### config.mk
export PLATFORM = sky130hd
export DESIGN_NAME = odd_parity_tx
export DESIGN_NICKNAME = d
export VERILOG_FILES = /design/src/rtl/parity_pkg.sv /design/src/rtl/odd_parity_tx.sv
export SDC_FILE = /design/constraint.sdc
export NUM_CORES = 1
export LEC_CHECK = 0
export CORE_MARGIN = 5
export CORE_UTILIZATION = 35
export CTS_BUF_LIST = sky130_fd_sc_hd__clkbuf_4 sky130_fd_sc_hd__clkbuf_8 sky130_fd_sc_hd__clkbuf_16
export DETAILED_ROUTE_END_ITERATION = 16
export HOLD_SLACK_MARGIN = 0.05
export PLACE_DENSITY = 0.61
export SYNTH_ARGS = -nofsm -noshare
export SYNTH_HDL_FRONTEND = slang
export SYNTH_SLANG_ARGS = --single-unit
### constraint.sdc
create_clock -name clk -period 1.75 [get_ports clk]
set_clock_uncertainty 0.15 [all_clocks]
set_input_delay 0.2625 -clock clk [delete_from_list [all_inputs] [get_ports clk]]
set_output_delay 0.2625 -clock clk [all_outputs]
set_load 0.02 [all_outputs]
### src/rtl/parity_pkg.sv
// Shared definitions for the odd-parity serial link (transmitter and checker).
package parity_pkg;

    // Transmitter frame sequencing states.
    typedef enum logic [1:0] {
        IDLE   = 2'd0,
        DATA   = 2'd1,
        PARITY = 2'd2
    } tx_state_t;

    // Level held on the serial line between frames.
    localparam logic LINE_IDLE = 1'b1;

    // Odd parity bit for a word of up to 32 bits. Narrower words are
    // zero-extended by the caller; the extra zeros do not change the result.
    function automatic logic odd_parity(input logic [31:0] data);
        return ~^data;
    endfunction

endpackage : parity_pkg

### src/rtl/odd_parity_tx.sv
// Odd-parity serial transmitter: accepts a word on load/ready, sends it
// LSB-first followed by one parity bit making the frame's ones count odd.
module odd_parity_tx
    import parity_pkg::*;
#(
    parameter int DATA_W = 8
) (
    input  logic              clk,
    input  logic              rst,
    input  logic [DATA_W-1:0] data_in,
    input  logic              load,
    output logic              ready,
    output logic              tx_out,
    output logic              tx_valid,
    output logic              tx_first,
    output logic              tx_last
);

    // Bit counter is just wide enough to index DATA_W bits.
    localparam int CNT_W = (DATA_W > 1) ? $clog2(DATA_W) : 1;
    localparam logic [CNT_W-1:0] LAST_BIT = CNT_W'(DATA_W - 1);
    localparam logic [CNT_W-1:0] CNT_ONE  = CNT_W'(1);

    tx_state_t         state_r;
    logic [DATA_W-1:0] shift_r;
    logic [CNT_W-1:0]  cnt_r;
    logic              parity_r;

    // Idle is the only state that can take a new word.
    assign ready = (state_r == IDLE);

    // Frame sequencer. Outputs are registered one state ahead: the edge that
    // enters a state also loads the line value shown during that state, so
    // bit 0 appears in the cycle right after the accepting edge. The shift
    // register holds the word with the bit currently on the line at index 0,
    // so the next bit to show is always shift_r[1].
    always_ff @(posedge clk or posedge rst) begin
        if (rst) begin
            state_r  <= IDLE;
            shift_r  <= '0;
            cnt_r    <= '0;
            parity_r <= 1'b0;
            tx_out   <= LINE_IDLE;
            tx_valid <= 1'b0;
            tx_first <= 1'b0;
            tx_last  <= 1'b0;
        end else begin
            case (state_r)
                IDLE: begin
                    if (load) begin
                        state_r  <= DATA;
                        shift_r  <= data_in;
                        cnt_r    <= '0;
                        parity_r <= odd_parity(32'(data_in));
                        tx_out   <= data_in[0];
                        tx_valid <= 1'b1;
                        tx_first <= 1'b1;
                        tx_last  <= 1'b0;
                    end else begin
                        state_r  <= IDLE;
                        shift_r  <= shift_r;
                        cnt_r    <= cnt_r;
                        parity_r <= parity_r;
                        tx_out   <= LINE_IDLE;
                        tx_valid <= 1'b0;
                        tx_first <= 1'b0;
                        tx_last  <= 1'b0;
                    end
                end

                DATA: begin
                    shift_r  <= shift_r >> 1;
                    parity_r <= parity_r;
                    tx_valid <= 1'b1;
                    tx_first <= 1'b0;
                    if (cnt_r == LAST_BIT) begin
                        // Last data bit is on the line; parity follows. The
                        // counter holds here so it never wraps inside a frame.
                        state_r <= PARITY;
                        cnt_r   <= cnt_r;
                        tx_out  <= parity_r;
                        tx_last <= 1'b1;
                    end else begin
                        state_r <= DATA;
                        cnt_r   <= cnt_r + CNT_ONE;
                        tx_out  <= shift_r[1];
                        tx_last <= 1'b0;
                    end
                end

                PARITY: begin
                    // Return the line to idle; a load seen now is ignored.
                    state_r  <= IDLE;
                    shift_r  <= shift_r;
                    cnt_r    <= cnt_r;
                    parity_r <= parity_r;
                    tx_out   <= LINE_IDLE;
                    tx_valid <= 1'b0;
                    tx_first <= 1'b0;
                    tx_last  <= 1'b0;
                end

                default: begin
                    // Unreachable encoding: recover to a clean idle line.
                    state_r  <= IDLE;
                    shift_r  <= '0;
                    cnt_r    <= '0;
                    parity_r <= 1'b0;
                    tx_out   <= LINE_IDLE;
                    tx_valid <= 1'b0;
                    tx_first <= 1'b0;
                    tx_last  <= 1'b0;
                end
            endcase
        end
    end

endmodule : odd_parity_tx

==> summary.txt <==
Status
  • Result of the run: finished clean

Power and ir drop
  • Share of total power in sequential cells: 0.402
  • Largest voltage drop on the vdd net: roughly 0.64 mV
  • Leakage power: roughly 0.52 nW
  • Pwr/cell area: 1410 mW/mm^2
  • Fraction of power spent switching nets: 0.362
  • Clock network fraction of design power: 0.136
  • Share of total power in combinational logic: 0.462
  • Design internal power: about 0.0010 W
  • Switching power summed over all nets: about 0.00057 W

Synth
  • Synth Instances: 82
  • Register bit count reported by yosys: 17
  • Compound-gate portion of the synthesized area: 0.186
  • Leading post-synthesis cells by cell area: dfrtp_1 47%, ha_1 7.4%, xnor2_1 6.2%, a22oi_1 5.3%, a21oi_1 3.6%
  • Number of nets in the synthesized netlist: roughly 100
  • Dominant combinational cell family by area after synthesis: compound AO/OA/AOI/OAI gates
  • Number of distinct library cells after synthesis: 25
  • Share of the synthesized area in the top cell type: 0.473
  • EDFF count, synth: 0
  • Cell area after technology mapping: ~850 um^2
  • Post-synthesis simple-gate area fraction: 0.104
  • Post-synthesis mux area share: 0.0133
  • Async set or reset register ratio after synthesis: 1.00
  • Yosys warns: 0
  • Largest area contributor in the netlist: dfrtp_1
  • Average instance area after synthesis: between 10 and 15 um^2
  • Sequential-to-total area share from yosys stat: 0.504
  • Synth Area in XOR/XNOR: 0.0725
  • Commonest register cell after synthesis: dfrtp_1
  • Adder and majority gate portion of the synthesized area: 0.0740

Global route
  • Via count of the first global-routing pass: roughly 680
  • First-pass GRT wire length: approximately 2.9 mm
  • Maximum number of pins on one net before global-route repair: 18
  • Overflow after GRT: 0
  • Global Route Usage Sum: 0.113
  • Number of antenna violations at the first check in global routing: 0

STA
  • Final setup violation count: 0
  • Fin. max-slew vios: 0
  • Time the worst path needs with I/O delays and setup: about 1.7 ns
  • Max transition margin: 0.817
  • Worst slack on hold paths: roughly 0.12 ns
  • Final period util: 0.971
  • Fmax: 588 MHz
  • Slew @ Worst Pin: roughly 0.27 ns
  • Final Hold Vio Count: 0

Floorplan
  • Die height: 59.2 um
  • Placement row count: 17
  • Count of pins on the block boundary: 16
  • Horizontal extent of the die: 59.2 um
  • Initial core utilization: 0.375
  • Total core area: 0.00225 mm^2
  • Die outline area: roughly 0.0035 mm^2

Critical path
  • Data arrival, critical path: ~1.7 ns
  • R2r setup slk: about 0.050 ns
  • Worst endpoint required time: 1.78 ns
  • Biggest fanout along the worst timing path: 4
  • Kind of end point of the critical path: register
  • Category of the critical setup timing path: register to register
  • Kind of start point of the critical path: register

Clock network
  • Clock tree from TritonCTS: done
  • Total clock buffers created by CTS: 3
  • Clock root buffer master: clkbuf_4
  • H-tree depth: 1
  • Insertion delay of the later-clocked pin in the worst-skew pair: between 0.2 and 0.3 ns
  • Hold bufs inserted after CTS: 0
  • Clock Sink Count: 17
  • CTS clock-pin slew for the worst setup and hold paths: roughly 0.10 ns
  • Clock tree buffer depth: 2

Routing
  • Detail Route Antenna Nets: 0
  • Routed length per instance: 13.0 um
  • Pre-Repair DR Iteration Count: 4
  • Post-Route WL: between 1.5 and 2 mm
  • Detailed router's first-iteration violation count: 10
  • DRC violation count after routing: 0
  • Number of vias per cell after detailed routing: roughly 4.9
  • Vias: 652

Placement
  • RePlAce Congestion: between 0.7 and 0.8
  • DPL Wire Length: 1.31 mm
  • DP Cell Count: between 100 and 150
  • Quantity of I/O buffers inserted on ports: 15

Final layout
  • Fill count: roughly 250
  • Post-Layout Cell Count: approximately 130
  • NumNets Final: 122
  • Area growth from synthesis to layout: 31.7%
  • ANT cells: 0
  • Proportion of layout cells with a drive suffix above 1: 0.210

Run
  • Number of maximum-capacitance violations: 0

Worst hold path
  • Path class of the lowest-slack min-delay path: input port to async pin
==> final timing paths <==
kind / startpoint / end / cells after the start
min in group clk: cnt_r[2] / cnt_r[2] / 2
worst max register to register: cnt_r[0] / cnt_r[1] / 6
worst min-delay path: rst / tx_first / 3
max in group asynchronous: rst / tx_out / 3
worst min register to register: cnt_r[2] / cnt_r[2] / 2
worst max-delay path: cnt_r[0] / cnt_r[1] / 6
==> critical path, cell delays in order, from the launching register on <==
cell and delay, ns:
dfrtp_1 0.43, ha_2 0.20, ha_2 0.18, buf_4 0.14, and2_4 0.16, o31ai_1 0.22
o21ai_1 0.09
==> state kept, by name, indices dropped and copies added (netlist names) <==
register,cells
cnt_r,3
parity_r,1
tx_last,1
state_r,2
shift_r,7
tx_first,1
tx_out,1
tx_valid,1
==> layout by cell type, fill, tap and decap left out, types with 2 or more instances in the layout <==
cell and n:
clkdlybuf4s50_1 13, o21ai_1 2, o31ai_2 2, a22o_1 2, dfrtp_1 16, a21oi_1 6
a22oi_1 6, ha_1 3, clkbuf_4 3, o21ai_0 4, buf_4 7, ha_2 2
inv_1 6, xnor2_1 6, nor2_1 8, nand2_1 4
==> layout make-up <==
class / count / area (um^2) / area share
tap: 28 / 35.0 / 0.0315
inverter: 7 / 26.3 / 0.0236
clock buffer: 3 / 22.5 / 0.0202
multi-input combinational: 55 / 402 / 0.361
sequential: 17 / 427 / 0.383
timing repair buffer: 22 / 196 / 0.176
clock inverter: 1 / 5.00 / 0.00449
==> power by group through the flow <==
stage               registers [W]  logic [W]  clock network [W]
floorplan                0.000664   0.000432                  0
finish                   0.000633   0.000727           0.000214
global placement         0.000641   0.000676                  0
global route             0.000653   0.000822           0.000239
CTS                      0.000632   0.000681           0.000224
detailed placement       0.000642   0.000693                  0
==> synthesized netlist by cell type, drive strengths merged (2+ instances only) <==
library cell   n
dfrtp         16
nor2           8
inv            7
a21oi          6
a22oi          6
o21ai          6
xnor2          6
ha             5
nand2          4
o31ai          3
a22o           2
and2           2
clkbuf         2
==> per-stage QoR <==
| step | utilization | total power, W | worst slack [ns] | instance area, um^2 | TNS, ns |
|---|---|---|---|---|---|
| 2_1_floorplan | - | 0.00110 | 0.110 | 846 | 0 |
| 3_3_place_gp | 0.468 | 0.00132 | 0.0703 | 1060 | 0 |
| 3_5_place_dp | 0.468 | 0.00133 | 0.0294 | 1060 | 0 |
| 4_1_cts | 0.480 | 0.00154 | 0.00711 | 1080 | 0 |
| 5_1_grt | 0.494 | 0.00171 | -0.00464 | 1110 | -0.00464 |
| 6_report | 0.494 | 0.00157 | 0.0500 | 1110 | 0 |
==> metal layers <==
metal / vias to the layer above / wire length (um) / track usage / part of all wire
met5: - / 0 / 0 / 0
met4: 0 / 42 / 0.0680 / 0.024
met3: 4 / 80 / 0.0218 / 0.046
met2: 16 / 765 / 0.172 / 0.44
met1: 302 / 840 / 0.148 / 0.49
li1: 330 / - / - / -
==> timing repair <==
item	CTS	global route
setup endpoints to repair	2	9
buffers inserted	0	2
resized for setup	3	7
pin swaps	0	1
==> kinds of logic (layout without fill, tap and decap cells) <==
| logic type | after synthesis | after routing |
|---|---|---|
| adder cells (fa/ha/maj) | 5 | 5 |
| AND/OR/NAND/NOR | 18 | 18 |
| multiplexers | 1 | 1 |
| flip-flops | 17 | 17 |
| buffers and inverters | 10 | 33 |
| XOR/XNOR | 7 | 7 |
| AO/OA/AOI/OAI | 24 | 24 |
Power figures use the tool's default switching activity.
